--- config.mk ---
export PLATFORM = sky130hd
export DESIGN_NAME = alu_word_sequencer
export DESIGN_NICKNAME = d
export VERILOG_FILES = /design/src/rtl/alu_pkg.sv /design/src/rtl/nib_alu.sv /design/src/rtl/alu_word_sequencer.sv
export SDC_FILE = /design/constraint.sdc
export NUM_CORES = 1
export LEC_CHECK = 0
export CAP_MARGIN = 10
export CORE_MARGIN = 3
export CORE_UTILIZATION = 52
export DETAILED_ROUTE_END_ITERATION = 16
export PLACE_DENSITY_LB_ADDON = 0.05
export REMOVE_ABC_BUFFERS = 1
export SYNTH_ARGS = -nofsm -noshare
export SYNTH_HDL_FRONTEND = slang
export SYNTH_HIERARCHICAL = 1
export SYNTH_SLANG_ARGS = --single-unit
--- constraint.sdc ---
create_clock -name clk -period 4.6 [get_ports clk]
set_input_delay 0.92 -clock clk [delete_from_list [all_inputs] [get_ports clk]]
set_output_delay 0.92 -clock clk [all_outputs]
set_load 0.05 [all_outputs]
--- src/rtl/alu_pkg.sv ---
// Shared definitions for the word ALU sequencer and its nibble slice.
package alu_pkg;

  localparam int unsigned NIB = 4;

  typedef logic [2:0] op_t;

  localparam op_t OP_ADD  = 3'b000;
  localparam op_t OP_SUB  = 3'b001;
  localparam op_t OP_ADC  = 3'b010;
  localparam op_t OP_SBC  = 3'b011;
  localparam op_t OP_AND  = 3'b100;
  localparam op_t OP_OR   = 3'b101;
  localparam op_t OP_XOR  = 3'b110;
  localparam op_t OP_NOTA = 3'b111;

  typedef enum logic [0:0] {IDLE, RUN} state_e;

  // Arithmetic ops all live in the lower half of the encoding.
  function automatic logic is_arith(op_t op);
    return ~op[2];
  endfunction

  // Carry seeded into the least-significant nibble on an accepted start.
  function automatic logic init_carry(op_t op, logic cin);
    logic c;
    case (op)
      OP_ADD:         c = 1'b0;
      OP_SUB:         c = 1'b1;
      OP_ADC, OP_SBC: c = cin;
      default:        c = 1'b0;
    endcase
    return c;
  endfunction

endpackage

--- src/rtl/nib_alu.sv ---
// Combinational 4-bit ALU slice driven one nibble per cycle by the sequencer.
module nib_alu
  import alu_pkg::*;
(
  input  logic [NIB-1:0] a,
  input  logic [NIB-1:0] b,
  input  op_t            op,
  input  logic           ci,
  output logic [NIB-1:0] r,
  output logic           co,
  output logic           msb_ci
);

  logic [NIB-1:0] bx;
  logic [NIB:0]   sum;
  logic [NIB-1:0] low;

  // Subtract variants add the inverted B nibble; logic ops never carry.
  always_comb begin
    bx     = op[0] ? ~b : b;
    sum    = {1'b0, a} + {1'b0, bx} + {{NIB{1'b0}}, ci};
    // Carry into the nibble MSB, used for signed overflow on the top nibble.
    low    = {1'b0, a[NIB-2:0]} + {1'b0, bx[NIB-2:0]} + {{(NIB-1){1'b0}}, ci};
    r      = '0;
    co     = 1'b0;
    msb_ci = 1'b0;
    if (is_arith(op)) begin
      r      = sum[NIB-1:0];
      co     = sum[NIB];
      msb_ci = low[NIB-1];
    end else begin
      case (op)
        OP_AND:  r = a & b;
        OP_OR:   r = a | b;
        OP_XOR:  r = a ^ b;
        default: r = ~a;
      endcase
    end
  end

endmodule

--- src/rtl/alu_word_sequencer.sv ---
// Multi-cycle word ALU: ripples a carry through a nibble slice, LS nibble first.
module alu_word_sequencer
  import alu_pkg::*;
#(
  parameter int unsigned NIBBLES = 4
) (
  input  logic                   clk,
  input  logic                   rst_n,
  input  logic                   start,
  input  logic [2:0]             op,
  input  logic                   cin,
  input  logic [NIB*NIBBLES-1:0] a,
  input  logic [NIB*NIBBLES-1:0] b,
  output logic                   busy,
  output logic                   done,
  output logic [NIB*NIBBLES-1:0] result,
  output logic                   cout,
  output logic                   zero,
  output logic                   ovf
);

  localparam int unsigned W    = NIB * NIBBLES;
  localparam int unsigned IdxW = (NIBBLES > 1) ? $clog2(NIBBLES) : 1;
  localparam logic [IdxW-1:0] LastIdx = IdxW'(NIBBLES - 1);

  state_e          state_q;
  logic [W-1:0]    a_q, b_q, result_q;
  op_t             op_q;
  logic            carry_q;
  logic [IdxW-1:0] idx_q;
  logic            busy_q, done_q, cout_q, zero_q, ovf_q;

  logic [NIB-1:0]  nib_a, nib_b, nib_r;
  logic            nib_co, nib_msb_ci;
  logic [W-1:0]    result_d;

  // Select the current operand nibbles and merge the new result nibble.
  always_comb begin
    nib_a    = a_q[idx_q * NIB +: NIB];
    nib_b    = b_q[idx_q * NIB +: NIB];
    result_d = result_q;
    result_d[idx_q * NIB +: NIB] = nib_r;
  end

  nib_alu u_nib_alu (
    .a      (nib_a),
    .b      (nib_b),
    .op     (op_q),
    .ci     (carry_q),
    .r      (nib_r),
    .co     (nib_co),
    .msb_ci (nib_msb_ci)
  );

  // Sequencer FSM with registered handshake, result and flags.
  always_ff @(posedge clk or negedge rst_n) begin
    if (!rst_n) begin
      state_q  <= IDLE;
      a_q      <= '0;
      b_q      <= '0;
      op_q     <= OP_ADD;
      carry_q  <= 1'b0;
      idx_q    <= '0;
      result_q <= '0;
      busy_q   <= 1'b0;
      done_q   <= 1'b0;
      cout_q   <= 1'b0;
      zero_q   <= 1'b0;
      ovf_q    <= 1'b0;
    end else begin
      done_q <= 1'b0;
      case (state_q)
        IDLE: begin
          if (start) begin
            a_q     <= a;
            b_q     <= b;
            op_q    <= op;
            carry_q <= init_carry(op, cin);
            idx_q   <= '0;
            busy_q  <= 1'b1;
            state_q <= RUN;
          end
        end
        RUN: begin
          result_q <= result_d;
          carry_q  <= nib_co;
          if (idx_q == LastIdx) begin
            state_q <= IDLE;
            busy_q  <= 1'b0;
            done_q  <= 1'b1;
            cout_q  <= nib_co;
            zero_q  <= (result_d == '0);
            ovf_q   <= is_arith(op_q) & (nib_co ^ nib_msb_ci);
          end else begin
            idx_q <= idx_q + 1'b1;
          end
        end
        default: state_q <= IDLE;
      endcase
    end
  end

  assign busy   = busy_q;
  assign done   = done_q;
  assign result = result_q;
  assign cout   = cout_q;
  assign zero   = zero_q;
  assign ovf    = ovf_q;

endmodule

==> impl_metrics.env <==
export IMPL_timing_fmax_mhz=284.2
export IMPL_regToRegSetupSlack_ns=1.08
export IMPL_cp_start_kind="flip-flop"
export IMPL_synth_top_cells_by_count="60 x sky130_fd_sc_hd__dfrtp_1, 35 x sky130_fd_sc_hd__mux2_2, 24 x sky130_fd_sc_hd__inv_1"
export IMPL_dp_hpwl_um=4641
export IMPL_run_status="finished clean"
export IMPL_critPathCapture="zero"
export IMPL_numPortBuffers=59
export IMPL_post_cts_setup_buffer_count=0
export IMPL_ys_seq_area_frac=0.4717
export IMPL_vias_per_cell=5.547
export IMPL_antenna_violations_before_repair=0
export IMPL_crit_reg2reg_launch="idx_q[0]"
export IMPL_globalRouteTotalUtil=0.1981
export IMPL_crit_path_launch="idx_q[0]"
export IMPL_reg2reg_to="zero"
export IMPL_insertion_delay_ns=0.33
export IMPL_fraction_of_final_layout_cells_sized_beyond_drive_strength_1=0.1908
export IMPL_cp_end_kind="flip-flop"
export IMPL_grt_pass1_vias=2220
export IMPL_initial_utilization=0.5575
export IMPL_cp_required_ns=4.87
export IMPL_gr_usage_met1=0.2688
export IMPL_total_die_area_um2=7096
export IMPL_drt_pre_antenna_iters=4
export IMPL_pin_count_of_the_biggest_net_entering_global_routing=61
export IMPL_core_rowCount=27
export IMPL_synth_seq_cells=60
export IMPL_drv_max_cap_violation_count=0
export IMPL_worst_pin_slew_ns=0.9769
export IMPL_library_cell_with_the_largest_summed_area_after_synthesis="sky130_fd_sc_hd__dfrtp_1"
export IMPL_tritoncts_num_sinks=60
export IMPL_timing_setup_tns_ns=0
export IMPL_synth_top_area_frac=0.4717
export IMPL_gr_usage_met3=0.07360
export IMPL_antenna_violating_nets_remaining=0
export IMPL_timing_slew_headroom=0.3473
export IMPL_boundaryPins=60
export IMPL_horizontal_die_dimension_um=84.24
export IMPL_first_pass_grt_wire_length_um=11110
export IMPL_yosys_warnings=6
export IMPL_crit_share_post_route=0.7649
export IMPL_nFillCells=459
export IMPL_synthesis_area_per_instance_um2=12.24
export IMPL_cts_hold_buffers_added=0
export IMPL_finalHoldViolations=0
export IMPL_rr_worst_depth=10
export IMPL_yosys_cell_count_top_type="sky130_fd_sc_hd__dfrtp_1"
export IMPL_report_final_slew_viol_count=0
export IMPL_final_critical_path_time_including_i_o_delays_and_setup_ns=3.518
export IMPL_total_overflow_reported_by_the_global_router=0
export IMPL_worst_endpoint_arrival_ns=3.79
export IMPL_met2_grt_util=0.3020
export IMPL_remaining_drc_errors=0
export IMPL_finish_net_count=379
export IMPL_syn_inst=260
export IMPL_cts_max_level=3
export IMPL_clock_tree_from_tritoncts="yes"
export IMPL_antenna_cells_inserted=0
export IMPL_clkTransAtPathRegs_ns=0.06
export IMPL_synth_top_flop_cell="sky130_fd_sc_hd__dfrtp_1"
export IMPL_syn_cell_area_um2=3183
export IMPL_fp_dieH_um=84.24
export IMPL_yosys_top_cells_area="sky130_fd_sc_hd__dfrtp_1 47%, sky130_fd_sc_hd__mux2_2 12%, sky130_fd_sc_hd__ha_1 6.7%"
export IMPL_totalWireLength_um=6277
export IMPL_top_usage_layer="met2"
export IMPL_rsz0062_at_grt="false"
export IMPL_drt_wirelength_per_cell_um=15.81
export IMPL_clock_skew_ns=0.004196
export IMPL_cts_repair_resized=0
export IMPL_hp_class="reg -> reg"
export IMPL_cts_root_buffer="sky130_fd_sc_hd__clkbuf_8"
export IMPL_asyncSetResetFlopFracSynth=1.000
export IMPL_place_gp_congestion=0.8358
export IMPL_synth_edff_count=0
export IMPL_routed_via_count=2202
export IMPL_synthToLayoutAreaGrowth_pct=25.39
export IMPL_max_clock_path_buffers=2
export IMPL_core_um2=5709
export IMPL_finalSetupViolations=0
export IMPL_criticalPathCategory="reg -> reg"
export IMPL_synth_cell_types=40
export IMPL_cts_buffers_inserted=9
export IMPL_detail_route_iter0_violations=96
export IMPL_worstPathMaxFanout=6
[layout by cell type, fill, tap and decap left out, types with 2 or more instances in the layout]
cell                              instances
sky130_fd_sc_hd__xor2_1                   3
sky130_fd_sc_hd__clkbuf_1                 2
sky130_fd_sc_hd__dfrtp_1                 60
sky130_fd_sc_hd__inv_1                   24
sky130_fd_sc_hd__clkinv_2                 2
sky130_fd_sc_hd__a21o_1                   2
sky130_fd_sc_hd__a21oi_1                  5
sky130_fd_sc_hd__nor4_1                   5
sky130_fd_sc_hd__ha_1                    17
sky130_fd_sc_hd__mux2_2                  35
sky130_fd_sc_hd__mux4_1                   4
sky130_fd_sc_hd__a32o_1                  10
sky130_fd_sc_hd__clkbuf_8                11
sky130_fd_sc_hd__fa_1                     2
sky130_fd_sc_hd__o21ai_0                 14
sky130_fd_sc_hd__o22ai_1                  2
sky130_fd_sc_hd__nor2b_1                  2
sky130_fd_sc_hd__nand2_1                 22
sky130_fd_sc_hd__clkdlybuf4s50_1         58
sky130_fd_sc_hd__nor2_1                  11
sky130_fd_sc_hd__nand2b_1                 2
sky130_fd_sc_hd__and3b_1                  2
sky130_fd_sc_hd__buf_4                    2
sky130_fd_sc_hd__mux4_2                   8
sky130_fd_sc_hd__xnor2_1                  3
[kinds of logic (layout without fill, tap and decap cells)]
logic type,Yosys count,in the layout,share of synthesized area
mux,49,49,0.2213
fa+ha+maj,19,19,0.07940
xor+xnor,6,6,0.01651
flops,60,60,0.4717
compound gates,39,39,0.08609
buf+inv,35,100,0.04678
simple gates,52,52,0.07823
[metal layers]
| metal | wire length, um | share of wire |
|---|---|---|
| met1 | 2884 | 0.46 |
| met3 | 354 | 0.056 |
| met5 | 0 | 0 |
| met2 | 2943 | 0.47 |
| met4 | 95 | 0.015 |
[worst max-delay path, stage by stage, from the launching register on]
cell and delay [ns]:
sky130_fd_sc_hd__dfrtp_1 0.53, sky130_fd_sc_hd__mux4_2 0.59, sky130_fd_sc_hd__xnor2_1 0.16, sky130_fd_sc_hd__fa_1 0.43
sky130_fd_sc_hd__fa_1 0.42, sky130_fd_sc_hd__xnor2_1 0.14, sky130_fd_sc_hd__mux2_4 0.31, sky130_fd_sc_hd__nor3_1 0.21
sky130_fd_sc_hd__o32ai_1 0.10, sky130_fd_sc_hd__nor4_1 0.34, sky130_fd_sc_hd__a32o_1 0.22
[registers in the layout, indices dropped and copies added, names as in the netlist]
name / count
state_q: 1
result: 16
idx_q: 2
zero: 1
a_q: 16
carry_q: 1
busy: 1
done: 1
b_q: 16
op_q: 3
ovf: 1
cout: 1
[cell type report]
type	instances	area [um^2]	area share
Inverter	24	90.09	0.02257
Tap cell	72	90.09	0.02257
Sequential cell	60	1501	0.3762
Multi-Input combinational cell	165	1540	0.3859
Timing Repair Buffer	61	600.6	0.1505
Clock buffer	13	158.9	0.03981
Clock inverter	2	10.01	0.002508
[per-stage QoR]
step | hold WS (ns) | instance area [um^2] | utilization | cells | worst slack (ns)
2_1_floorplan | 0.4720 | 3124 | - | 249 | 1.161
3_3_place_gp | 0.4667 | 3822 | 0.6695 | 382 | 1.276
3_5_place_dp | 0.4766 | 3822 | 0.6695 | 382 | 1.100
4_1_cts | 0.4972 | 3991 | 0.6991 | 397 | 1.079
5_1_grt | 0.5079 | 3991 | 0.6991 | 397 | 0.8462
6_report | 0.4892 | 3991 | 0.6991 | 397 | 1.082
[worst min path at each step]
stage | slack (ns) | end | start | cells past startpoint
after floorplan | 0.47 | a_q[4] | a_q[4] | 1
after global placement | 0.47 | ovf | ovf | 2
after detailed placement | 0.48 | ovf | ovf | 2
after CTS | 0.50 | cout | cout | 2
after global routing | 0.51 | cout | cout | 2
final | 0.49 | cout | cout | 2
Power is not shown: default switching activity piles up to over one toggle a cycle in this logic, so the estimate is an artifact.
